<file path="config.mk">
export PLATFORM = sky130hd
export DESIGN_NAME = addsub_share_ctrl_flat
export DESIGN_NICKNAME = d
export VERILOG_FILES = /design/src/rtl/addsub_share_ctrl_if.sv /design/src/rtl/addsub_share_ctrl.sv /design/src/flat_wrapper.sv
export SDC_FILE = /design/constraint.sdc
export NUM_CORES = 1
export LEC_CHECK = 0
export CAP_MARGIN = 30
export CORE_MARGIN = 5
export CORE_UTILIZATION = 35
export DETAILED_ROUTE_END_ITERATION = 12
export PLACE_DENSITY = 0.69
export REMOVE_ABC_BUFFERS = 1
export SYNTH_ARGS = -nofsm -noshare
export SYNTH_HDL_FRONTEND = slang
export SYNTH_SLANG_ARGS = --single-unit
export TNS_END_PERCENT = 5
</file>
<file path="constraint.sdc">
create_clock -name Clk -period 1.2 [get_ports Clk]
set_input_delay 0.24 -clock Clk [delete_from_list [all_inputs] [get_ports Clk]]
set_output_delay 0.24 -clock Clk [all_outputs]
set_load 0.05 [all_outputs]
</file>
<file path="src/rtl/addsub_share_ctrl_if.sv">
// Requester/datapath bundle around the shared adder-subtractor controller.
// Handshake: a requester raises Req_x and holds it (with Sub_x) until Done_x pulses for one cycle.
interface addsub_share_ctrl_if #(
   parameter int WIDTH = 4
);
   logic             Req_0;
   logic             Req_1;
   logic             Sub_0;
   logic             Sub_1;
   logic [WIDTH-1:0] Sum;
   logic             Cout;
   logic             Ovf;
   logic             Select;
   logic             Sub;
   logic             Gnt_0;
   logic             Gnt_1;
   logic             Done_0;
   logic             Done_1;
   logic [WIDTH-1:0] Result;
   logic             Result_Cout;
   logic             Result_Ovf;
   logic             Busy;

   modport slave (
      input  Req_0, Req_1, Sub_0, Sub_1, Sum, Cout, Ovf,
      output Select, Sub, Gnt_0, Gnt_1, Done_0, Done_1,
             Result, Result_Cout, Result_Ovf, Busy
   );

   modport master (
      output Req_0, Req_1, Sub_0, Sub_1, Sum, Cout, Ovf,
      input  Select, Sub, Gnt_0, Gnt_1, Done_0, Done_1,
             Result, Result_Cout, Result_Ovf, Busy
   );
endinterface

</file>
<file path="src/rtl/addsub_share_ctrl.sv">
// Round-robin owner of the shared adder-subtractor: grants one requester, holds Select/Sub
// while the combinational datapath settles, then registers Sum/Cout/Ovf and pulses Done.
module addsub_share_ctrl #(
   parameter int WIDTH         = 4,
   parameter int SETTLE_CYCLES = 1
) (
   input  logic               Clk,
   input  logic               Reset,
   addsub_share_ctrl_if.slave bus,
   output logic [1:0]         o_dbg_state,
   output logic               o_dbg_last
);
   localparam int CW = (SETTLE_CYCLES > 1) ? $clog2(SETTLE_CYCLES) : 1;
   localparam logic [CW-1:0] CNT_LOAD = CW'(SETTLE_CYCLES - 1);

   typedef enum logic [1:0] {
      ST_IDLE   = 2'd0,
      ST_SETTLE = 2'd1,
      ST_DONE   = 2'd2
   } state_t;

   state_t           r_state, w_state_n;
   logic             r_select, w_select_n;
   logic             r_sub, w_sub_n;
   logic             r_gnt0, w_gnt0_n;
   logic             r_gnt1, w_gnt1_n;
   logic             r_done0, w_done0_n;
   logic             r_done1, w_done1_n;
   logic             r_last, w_last_n;
   logic [CW-1:0]    r_cnt, w_cnt_n;
   logic [WIDTH-1:0] r_result, w_result_n;
   logic             r_cout, w_cout_n;
   logic             r_ovf, w_ovf_n;
   logic             w_winner;

   // On a tie the requester not served last time wins, so neither can starve.
   assign w_winner = (bus.Req_0 & bus.Req_1) ? ~r_last : bus.Req_1;

   always_ff @(posedge Clk) begin
      if (Reset) begin
         r_state  <= ST_IDLE;
         r_select <= 1'b0;
         r_sub    <= 1'b0;
         r_gnt0   <= 1'b0;
         r_gnt1   <= 1'b0;
         r_done0  <= 1'b0;
         r_done1  <= 1'b0;
         r_last   <= 1'b1;
         r_cnt    <= '0;
         r_result <= '0;
         r_cout   <= 1'b0;
         r_ovf    <= 1'b0;
      end else begin
         r_state  <= w_state_n;
         r_select <= w_select_n;
         r_sub    <= w_sub_n;
         r_gnt0   <= w_gnt0_n;
         r_gnt1   <= w_gnt1_n;
         r_done0  <= w_done0_n;
         r_done1  <= w_done1_n;
         r_last   <= w_last_n;
         r_cnt    <= w_cnt_n;
         r_result <= w_result_n;
         r_cout   <= w_cout_n;
         r_ovf    <= w_ovf_n;
      end
   end

   always_comb begin
      w_state_n  = r_state;
      w_select_n = r_select;
      w_sub_n    = r_sub;
      w_gnt0_n   = r_gnt0;
      w_gnt1_n   = r_gnt1;
      w_done0_n  = 1'b0;
      w_done1_n  = 1'b0;
      w_last_n   = r_last;
      w_cnt_n    = r_cnt;
      w_result_n = r_result;
      w_cout_n   = r_cout;
      w_ovf_n    = r_ovf;
      case (r_state)
         ST_IDLE: begin
            if (bus.Req_0 | bus.Req_1) begin
               w_select_n = w_winner;
               w_sub_n    = w_winner ? bus.Sub_1 : bus.Sub_0;
               w_gnt0_n   = ~w_winner;
               w_gnt1_n   = w_winner;
               w_last_n   = w_winner;
               w_cnt_n    = CNT_LOAD;
               w_state_n  = ST_SETTLE;
            end
         end
         ST_SETTLE: begin
            if (r_cnt != '0) begin
               w_cnt_n = r_cnt - CW'(1);
            end else begin
               w_result_n = bus.Sum;
               w_cout_n   = bus.Cout;
               w_ovf_n    = bus.Ovf;
               w_done0_n  = r_gnt0;
               w_done1_n  = r_gnt1;
               w_state_n  = ST_DONE;
            end
         end
         ST_DONE: begin
            w_gnt0_n  = 1'b0;
            w_gnt1_n  = 1'b0;
            w_state_n = ST_IDLE;
         end
         default: begin
            w_gnt0_n  = 1'b0;
            w_gnt1_n  = 1'b0;
            w_state_n = ST_IDLE;
         end
      endcase
   end

   assign bus.Select      = r_select;
   assign bus.Sub         = r_sub;
   assign bus.Gnt_0       = r_gnt0;
   assign bus.Gnt_1       = r_gnt1;
   assign bus.Done_0      = r_done0;
   assign bus.Done_1      = r_done1;
   assign bus.Result      = r_result;
   assign bus.Result_Cout = r_cout;
   assign bus.Result_Ovf  = r_ovf;
   assign bus.Busy        = (r_state != ST_IDLE);
   assign o_dbg_state     = r_state;
   assign o_dbg_last      = r_last;
endmodule

</file>
<file path="src/flat_wrapper.sv">
// flat-port wrapper written by rule: the top's interface ports become plain ports
module addsub_share_ctrl_flat 
#(
   parameter int WIDTH         = 4,
   parameter int SETTLE_CYCLES = 1
)
  (Clk, Reset, o_dbg_state, o_dbg_last, bus_Req_0, bus_Req_1, bus_Sub_0, bus_Sub_1, bus_Sum, bus_Cout, bus_Ovf, bus_Select, bus_Sub, bus_Gnt_0, bus_Gnt_1, bus_Done_0, bus_Done_1, bus_Result, bus_Result_Cout, bus_Result_Ovf, bus_Busy);
  addsub_share_ctrl_if #(.WIDTH(WIDTH)) bus_i ();
  input  logic Clk;
  input  logic Reset;
  output logic [1:0] o_dbg_state;
  output logic o_dbg_last;
  input wire logic [$bits(bus_i.Req_0)-1:0] bus_Req_0;
  input wire logic [$bits(bus_i.Req_1)-1:0] bus_Req_1;
  input wire logic [$bits(bus_i.Sub_0)-1:0] bus_Sub_0;
  input wire logic [$bits(bus_i.Sub_1)-1:0] bus_Sub_1;
  input wire logic [$bits(bus_i.Sum)-1:0] bus_Sum;
  input wire logic [$bits(bus_i.Cout)-1:0] bus_Cout;
  input wire logic [$bits(bus_i.Ovf)-1:0] bus_Ovf;
  output wire logic [$bits(bus_i.Select)-1:0] bus_Select;
  output wire logic [$bits(bus_i.Sub)-1:0] bus_Sub;
  output wire logic [$bits(bus_i.Gnt_0)-1:0] bus_Gnt_0;
  output wire logic [$bits(bus_i.Gnt_1)-1:0] bus_Gnt_1;
  output wire logic [$bits(bus_i.Done_0)-1:0] bus_Done_0;
  output wire logic [$bits(bus_i.Done_1)-1:0] bus_Done_1;
  output wire logic [$bits(bus_i.Result)-1:0] bus_Result;
  output wire logic [$bits(bus_i.Result_Cout)-1:0] bus_Result_Cout;
  output wire logic [$bits(bus_i.Result_Ovf)-1:0] bus_Result_Ovf;
  output wire logic [$bits(bus_i.Busy)-1:0] bus_Busy;
  assign bus_i.Req_0 = bus_Req_0;
  assign bus_i.Req_1 = bus_Req_1;
  assign bus_i.Sub_0 = bus_Sub_0;
  assign bus_i.Sub_1 = bus_Sub_1;
  assign bus_i.Sum = bus_Sum;
  assign bus_i.Cout = bus_Cout;
  assign bus_i.Ovf = bus_Ovf;
  assign bus_Select = bus_i.Select;
  assign bus_Sub = bus_i.Sub;
  assign bus_Gnt_0 = bus_i.Gnt_0;
  assign bus_Gnt_1 = bus_i.Gnt_1;
  assign bus_Done_0 = bus_i.Done_0;
  assign bus_Done_1 = bus_i.Done_1;
  assign bus_Result = bus_i.Result;
  assign bus_Result_Cout = bus_i.Result_Cout;
  assign bus_Result_Ovf = bus_i.Result_Ovf;
  assign bus_Busy = bus_i.Busy;
  addsub_share_ctrl #(.WIDTH(WIDTH), .SETTLE_CYCLES(SETTLE_CYCLES)) u_core (.Clk(Clk), .Reset(Reset), .bus(bus_i), .o_dbg_state(o_dbg_state), .o_dbg_last(o_dbg_last));
endmodule
</file>
==> results of run 1 <==
## flip-flops by register name, indices dropped and copies added, names as in the netlist
name                    cells
u_core.bus.Gnt_0            1
u_core.bus.Result_Cout      1
u_core.o_dbg_last           1
u_core.bus.Select           1
u_core.o_dbg_state          2
u_core.bus.Result_Ovf       1
u_core.bus.Done_1           1
u_core.bus.Done_0           1
u_core.bus.Sub              1
u_core.bus.Gnt_1            1
u_core.bus.Result           4
## final cells by class
type	instances	area (sq um)	area share, %
repair buffers	34	495	45.3
flip-flops and latches	15	304	27.8
multi-input cells	36	244	22.3
well taps	16	20.0	1.83
clock buffers	4	26.3	2.40
inverters	1	3.75	0.343
## kinds of logic (layout without fill, tap and decap cells)
kind of cell	Yosys count	after routing	share of synthesized area, %
DFF	15	15	54.4
muxes	7	7	12.7
AOI/OAI and AO/OA	9	9	13.6
and+or+nand+nor	20	20	17.0
buffers and inverters	3	39	2.27
## Yosys cell counts (all sizes together)
cell type	n	area, sq um
a21boi	2	26.3
nor2	11	43.8
nand2	2	7.51
o211a	1	10.0
nor3	1	5.00
buf	1	5.00
a311oi	1	8.76
nand2b	2	12.5
dfxtp	15	300
clkbuf	1	3.75
mux2i	7	70.1
a21oi	2	10.0
and2	2	12.5
a221o	1	10.0
nor2b	1	6.26
or2	1	6.26
inv	1	3.75
o21ai	2	10.0
## power breakdown
part	leakage (nW)	switching [mW]	internal, mW
combinational	0.350	0.226	0.249
sequential	0.124	0.0418	0.535
clock	0.0150	0.151	0.129
total	0.488	0.419	0.913
## critical path: cells and delay by family (launching register included)
kind | cells | cell delay, ns
AND/OR/NAND/NOR | 1 | 0.11
flip-flops | 1 | 0.35
buffers and inverters | 2 | 0.20
## through the flow
| stage | instances | cell area, sq um | hold slack (ns) | util [%] |
|---|---|---|---|---|
| floorplan | 52 | 543 | 0.309 | - |
| global placement | 101 | 1050 | 0.498 | 69.8 |
| detailed placement | 101 | 1050 | 0.509 | 69.8 |
| CTS | 106 | 1090 | 0.523 | 72.5 |
| global route | 106 | 1090 | 0.537 | 72.6 |
| finish | 106 | 1090 | 0.517 | 72.6 |
## what timing repair did
item / in CTS / in global routing
endpoints found under the hold margin: 0 / 0
pin swaps: 1 / 1
cloned: 0 / 0
gates resized for setup: 4 / 1
setup endpoints to repair: 1 / 3
buffers inserted: 1 / 0
## worst max path at each step
stage	from	end	slack, ns	cells after the start
after floorplan	u_core.o_dbg_state[0]	u_core.bus.Select	-0.36	4
after global placement	bus_Req_1	u_core.bus.Sub	-0.17	4
after detailed placement	bus_Req_1	u_core.bus.Sub	-0.23	4
after CTS	u_core.o_dbg_state[1]	bus_Busy	0.01	3
after global routing	u_core.o_dbg_state[0]	bus_Busy	-0.02	3
final	u_core.o_dbg_state[0]	bus_Busy	0.02	3
## per-layer routing
| layer | up-vias | GRT usage [%] | part of all wire (%) |
|---|---|---|---|
| li1 | 260 | - | - |
| met1 | 217 | 15.3 | 48 |
| met2 | 13 | 16.7 | 46 |
| met3 | 2 | 2.71 | 4.2 |
| met4 | 0 | 5.24 | 1.1 |
| met5 | - | 0 | 0 |
==> out/summary.txt, run 1 <==
first-pass GRT wire length - 2170 um
Yosys cell types - 20
Via density - 4.64
Die H - 49.7 um
CTS Hold Bufs - 0
flop2flop setup slack - 0.09 ns
Mapped Avg Cell Area - 10.2 sq um
grt ovf - 0
vias in the first global route - 457
commonest non-fill, non-tap cell in the layout - buf_12
crit start category - flip-flop
initial antenna violation count - 0
Clock Tree Root - clkbuf_4
status - complete, no violations
core box area - 1510 sq um
power per cell area - 1220 nW/um^2
synthesis warning total - 0
Peak VDD IR - 714 uV
Worst-Margin Slew - 0.271 ns
cells along the critical path - nor2_4, inv_2, buf_12
sequential fraction of the synthesis area - 54.4%
Initial Util - 36.6%
nature of the critical path endpoint - primary output
Clock Path Buffers - 2
final hold vios - 0
final net count - 103
gr usage total - 11.3%
Die X - 49.7 um
Layout Area Growth over Synthesis - 98.2%
post-DR wirelength/cell - 12.0 um
Worst R2R Path Depth - 4
hpwl dp - 1060 um
WL final - 1280 um
Final Power - 1.33 mW
Hold Crit Class - reg -> reg
Placer Congestion - 0.672
largest net degree at the start of global routing - 9
FF-to-FF Start - u_core.o_dbg_state[0]
number of top-level pins - 28
Final ANT Viol Nets - 0
worst hold path cell count - 2
crit path kind - reg -> out
fillers - 96
crit path DAT - 0.94 ns
max-cap violations - 0
die area - 2470 sq um
TritonCTS buffer count - 3
Worst R2R End - u_core.o_dbg_last
CTS sink cnt - 15
routed via count - 492
Reg clk slew, reported paths - 0.08 ns
Hold Path End - u_core.bus.Select
Pins Over Slew Limit - 0
# DRC - 0
CTS tree - done
max_slew headroom - 81.9%
setup slack at placement - -0.226 ns
H-Tree Depth - 1
final setup fails - 0
hold path start - u_core.bus.Select
CP peak stage delay - 0.35 ns
# port buffers - 27
Setup TNS - 0 ns
FP Rows - 14
crit path max fanout - 3
setup ws final - 0.0154 ns
most frequent cells in the layout - buf_12 (17), dfxtp_1 (12), clkdlybuf4s50_1 (11)
Leak Pwr - 0.488 nW
RSZ-0062 raised after global routing - yes
max frequency - 844 MHz
worst skew pair latency - 0.27 ns
cells after synthesis - 54
layout cell share with drive strength beyond 1 - 36.7%
CP required - 0.96 ns
Worst Skew - 0.00127 ns
Yosys reg bits - 15
1st-iter DRT viols - 2
Tcrit/Tclk final - 98.7%
Mapped Area - 552 sq um
number of antenna diodes - 0
number of detailed-route iterations in the first pass - 2
post-layout min period - 1.18 ns
Critical Path Slowest Stage Cell - dfxtp_2
Note: power is estimated with default switching activity, not from simulation.
==> run 2: changes to the inputs <==
- GPL_TIMING_DRIVEN: unset -> 0
- SKIP_LAST_GASP: unset -> 1
- clock period: 1.2 -> 1.32 ns (I/O delays scaled with it)
==> run 2 against run 1 <==
  * Register-to-register slack better by 0.03 ns
  * The flow now finishes with violations (negative setup slack)
  * Sequential power is 12% lower
  * Largest cell class is now sequential cells
  * Critical path depth is 2 lower
  * Worst setup slack worse by 0.10 ns
  * First-iteration DRC count grew to 5.5 times the previous value
  * Worst hold slack worse by 0.030 ns
==> out/summary.txt, run 2 (synthesis results as in run 1) <==
status - complete, but fails checks
violated checks - negative setup slack
Largest register FFs - 4
core box area - 1510 sq um
RSZ-0062 raised after global routing - yes
crit path max fanout - 2
Worst Path Buf+Inv - 1
Pins Over Slew Limit - 0
# DRC - 0
final std cells w/o fill - 99
gr usage total - 9.69%
Critical Path Slowest Stage Cell - dlygate4sd2_1
Die X - 49.7 um
WL final - 1190 um
hpwl dp - 919 um
number of top-level pins - 28
Placer Congestion - 0.737
cells along the critical path - dlygate4sd2_1
max frequency - 710 MHz
initial antenna violation count - 0
number of detailed-route iterations in the first pass - 3
CP required - 1.06 ns
Leak Pwr - 0.405 nW
max-cap violations - 0
Worst Skew - 0.00275 ns
Via density - 4.60
post-route cell area - 852 sq um
FF+latch area - 302 sq um
layout cell share with drive strength beyond 1 - 16.9%
worst skew pair latency - 0.28 ns
post-DR wirelength/cell - 12.0 um
placed cells - 95
Peak VDD IR - 587 uV
final net count - 96
die area - 2470 sq um
Reg clk slew, reported paths - 0.09 ns
post-layout min period - 1.41 ns
Clock Tree Root - clkbuf_4
CP top delay family - buffers and inverters
Die H - 49.7 um
CP peak stage delay - 0.54 ns
footprint of the multi-input gates - 244 sq um
H-Tree Depth - 1
Worst-Margin Slew - 0.500 ns
CTS Hold Bufs - 0
Initial Util - 36.6%
routed via count - 455
CTS sink cnt - 15
commonest non-fill, non-tap cell in the layout - dfxtp_1
most frequent cells in the layout - dfxtp_1 (14), clkdlybuf4s50_1 (11), nor2_1 (10)
1st-iter DRT viols - 11
setup ws final - -0.0885 ns
max_slew headroom - 66.8%
Clock Path Buffers - 2
Final Power - 1.07 mW
crit path kind - reg -> out
FP Rows - 14
first-pass GRT wire length - 1880 um
fillers - 150
minimum hold slack - 0.487 ns
Layout Area Growth over Synthesis - 54.4%
Final ANT Viol Nets - 0
crit path DAT - 1.14 ns
# port buffers - 27
Tcrit/Tclk final - 107%
number of antenna diodes - 0
final setup fails - 13
final hold vios - 0
Hold Crit Class - reg -> reg
power per cell area - 1250 nW/um^2
grt ovf - 0
CTS tree - done
TritonCTS buffer count - 3
vias in the first global route - 413
placed inst area - 833 sq um
crit start category - flip-flop
nature of the critical path endpoint - primary output
largest net degree at the start of global routing - 13
## run 2: repair_timing
| action | in CTS | in global routing |
|---|---|---|
| resized for setup | 32 | 8 |
| endpoints found under the setup margin | 16 | 16 |
| setup buffers | 0 | 0 |
## run 2: cell type report
type / instances / area share [%]
Timing Repair Buffer: 27 / 30.0
Inverter: 1 / 0.441
Sequential cell: 15 / 35.4
Clock buffer: 3 / 2.64
Clock inverter: 1 / 0.587
Multi-Input combinational cell: 36 / 28.6
Tap cell: 16 / 2.35
## run 2: power by group
| part | switching [mW] | internal (mW) | total, mW |
|---|---|---|---|
| registers | 0.0237 | 0.485 | 0.509 |
| clock network | 0.145 | 0.112 | 0.257 |
| logic | 0.192 | 0.108 | 0.300 |
## run 2: metrics by stage
| stage | util (%) | TNS (ns) | worst slack [ns] |
|---|---|---|---|
| finish | 56.6 | -0.787 | -0.0885 |
| global route | 56.6 | -1.32 | -0.124 |
| CTS | 56.9 | -1.28 | -0.107 |
| detailed placement | 55.3 | -2.15 | -0.369 |
| global placement | 55.3 | -2.01 | -0.347 |
| floorplan | - | -1.05 | -0.235 |
## run 2: path summary, 6_finish.rpt
path	slack, ns	cells past startpoint	from	endpoint
worst min-delay path	0.49	2	u_core.bus.Select	u_core.bus.Select
worst min register to register	0.49	2	u_core.bus.Select	u_core.bus.Select
worst max-delay path	-0.09	1	u_core.bus.Sub	bus_Sub
worst max register to register	0.12	3	u_core.o_dbg_state[1]	u_core.bus.Result_Ovf
## run 2: per-layer routing
metal	part of all wire, %	vias up	wire length [um]	global-route usage [%]
met5	0	-	0	0
met4	1.8	0	21	6.55
met3	4.4	2	52	2.11
met2	48	11	568	14.8
met1	46	203	544	11.9
li1	-	239	-	-
==> run 3: changes to the inputs <==
--- a/config.mk
+++ b/config.mk
@@ -8,7 +8,10 @@
 export CAP_MARGIN = 30
+export CELL_PAD_IN_SITES_DETAIL_PLACEMENT = 1
+export CELL_PAD_IN_SITES_GLOBAL_PLACEMENT = 1
+export CORE_ASPECT_RATIO = 0.7
 export CORE_MARGIN = 5
-export CORE_UTILIZATION = 35
+export CORE_UTILIZATION = 27
 export DETAILED_ROUTE_END_ITERATION = 12
 export GPL_TIMING_DRIVEN = 0
-export PLACE_DENSITY = 0.69
+export PLACE_DENSITY = 0.72
 export REMOVE_ABC_BUFFERS = 1
--- a/constraint.sdc
+++ b/constraint.sdc
@@ -3,2 +3,2 @@
 set_output_delay 0.264 -clock Clk [all_outputs]
-set_load 0.05 [all_outputs]
+set_load 0.1 [all_outputs]
==> run 3 against run 2 <==
  * The run still ends with negative setup slack left
  * Sequential power is essentially flat
  * Sequential cell count unchanged
  * Critical path depth is the same
  * Power is 12% higher
  * Clock power is 2% lower
  * Cell count increased by 6.1%
  * Global-route usage up 0.26 points
  * Critical path type unchanged
  * Critical endpoint is now bus_Done_0
  * Largest power group unchanged
  * Highest routed layer is now met3
==> out/summary.txt, run 3 (synthesis results as in run 1) <==
minimum hold slack - 0.491 ns
cells along the critical path - clkdlybuf4s15_2
max-cap violations - 0
final std cells w/o fill - 105
Initial Util - 29.0%
vias in the first global route - 499
# port buffers - 27
Sw Share - 41.0%
Largest register FFs - 4
Hold Crit Class - reg -> reg
Worst-Margin Slew - 0.542 ns
Worst R2R Path Depth - 3
Clock Path Buffers - 2
TritonCTS buffer count - 3
Placer Congestion - 0.651
1st-iter DRT viols - 11
Final ANT Viol Nets - 0
CP top delay family - buffers and inverters
Reg clk slew, reported paths - 0.08 ns
post-route cell area - 818 sq um
WL met2 - 667 um
commonest non-fill, non-tap cell in the layout - dfxtp_1
Worst R2R End - u_core.bus.Result_Cout
max frequency - 718 MHz
FF-to-FF Start - u_core.o_dbg_state[1]
crit path DAT - 1.13 ns
FF+latch area - 303 sq um
routed via count - 467
crit path max fanout - 1
Hold Path End - u_core.bus.Select
nature of the critical path endpoint - primary output
layout cell share with drive strength beyond 1 - 28.9%
crit path kind - reg -> out
CP peak stage delay - 0.54 ns
Die X - 64.0 um
CP required - 1.06 ns
flop2flop setup slack - 0.09 ns
CTS Hold Bufs - 0
setup ws final - -0.0732 ns
worst hold path cell count - 2
largest net degree at the start of global routing - 13
Via density - 4.45
Switch Pwr - 0.492 mW
final net count - 96
Seq pwr share - 42.5%
max_slew headroom - 64.1%
met3 WL - 104 um
worst skew pair latency - 0.28 ns
most frequent cells in the layout - dfxtp_1 (13), clkdlybuf4s50_1 (11), buf_2 (11)
first-pass GRT wire length - 2310 um
violated checks - negative setup slack
Leak Pwr - 0.397 nW
crit start category - flip-flop
number of top-level pins - 28
P_int - 0.708 mW
post-CTS setup buffer count - 0
footprint of the multi-input gates - 244 sq um
status - complete, but fails checks
grt ovf - 0
hpwl dp - 1120 um
number of detailed-route iterations in the first pass - 2
placed inst area - 841 sq um
hold path start - u_core.bus.Select
setup slack at placement - -0.708 ns
# DRC - 0
Clock Tree Root - clkbuf_4
power per cell area - 1470 nW/um^2
number of antenna diodes - 0
final setup fails - 5
fillers - 228
Worst Path Buf+Inv - 1
gr usage total - 9.95%
final hold vios - 0
initial antenna violation count - 0
post-layout min period - 1.39 ns
CTS tree - done
WL final - 1440 um
RSZ-0062 raised after global routing - yes
Worst Skew - 0.00564 ns
Tcrit/Tclk final - 106%
post-DR wirelength/cell - 13.7 um
Clock power frac - 21.1%
Peak VDD IR - 770 uV
Layout Area Growth over Synthesis - 48.3%
Pins Over Slew Limit - 0
placed cells - 101
Die H - 47.8 um
Met1 Wirelength - 667 um
H-Tree Depth - 1
die area - 3060 sq um
combinational share of power - 36.4%
core box area - 1900 sq um
FP Rows - 13
highest metal layer with signal wires - met3
CTS sink cnt - 15
Critical Path Slowest Stage Cell - clkdlybuf4s15_2
run 3: changes by cell type in the layout (fill, tap and decap cells not counted), moves of 2 or more:
| cell | delta |
|---|---|
| clkdlybuf4s15_2 | -2 |
| dlygate4sd2_1 | -5 |
| clkdlybuf4s15_1 | -5 |
| buf_2 | +10 |
run 3: power by group through the flow:
stage                     registers, mW  clock network (mW)  logic, mW
after floorplan                   0.747                   0     0.0997
after global placement            0.518                   0      0.453
after detailed placement          0.519                   0      0.456
after CTS                         0.511               0.263      0.446
after global routing              0.516               0.285      0.454
final                             0.510               0.253      0.436
run 3: repair_timing:
item                                    4_1_cts  5_1_grt
pin swaps                                     0        1
endpoints found under the setup margin       16       22
gates cloned                                  0        0
resized for setup                            74       13
run 3: area by class of cell:
| type | count | area share, % |
|---|---|---|
| clock buffers | 4 | 3.21 |
| inverters | 1 | 0.459 |
| multi-input cells | 36 | 29.8 |
| flip-flops and latches | 15 | 37.0 |
| well taps | 22 | 3.36 |
| repair buffers | 27 | 26.1 |
run 3: per-layer routing:
layer | global-route usage (%) | vias to the layer above
li1 | - | 242
met1 | 12.0 | 211
met2 | 16.6 | 14
met3 | 5.16 | 0
met4 | 1.24 | 0
met5 | 0 | -
run 3: how the worst max path moves through the flow:
| stage | startpoint | to | slack [ns] | depth (start not counted) |
|---|---|---|---|---|
| after global routing | u_core.bus.Done_0 | bus_Done_0 | -0.10 | 1 |
| after floorplan | u_core.o_dbg_state[0] | u_core.bus.Select | -0.93 | 4 |
| after CTS | u_core.bus.Select | bus_Select | -0.13 | 1 |
| after global placement | u_core.o_dbg_state[0] | bus_Busy | -0.70 | 3 |
| after detailed placement | u_core.o_dbg_state[0] | bus_Busy | -0.71 | 3 |
| final | u_core.bus.Done_0 | bus_Done_0 | -0.07 | 1 |
run 3: through the flow:
| stage | utilization, % | power [mW] | setup TNS, ns |
|---|---|---|---|
| CTS | 44.8 | 1.22 | -1.24 |
| global route | 43.0 | 1.26 | -0.627 |
| floorplan | - | 0.847 | -7.46 |
| finish | 43.0 | 1.20 | -0.142 |
| global placement | 44.2 | 0.971 | -7.61 |
| detailed placement | 44.2 | 0.975 | -7.70 |
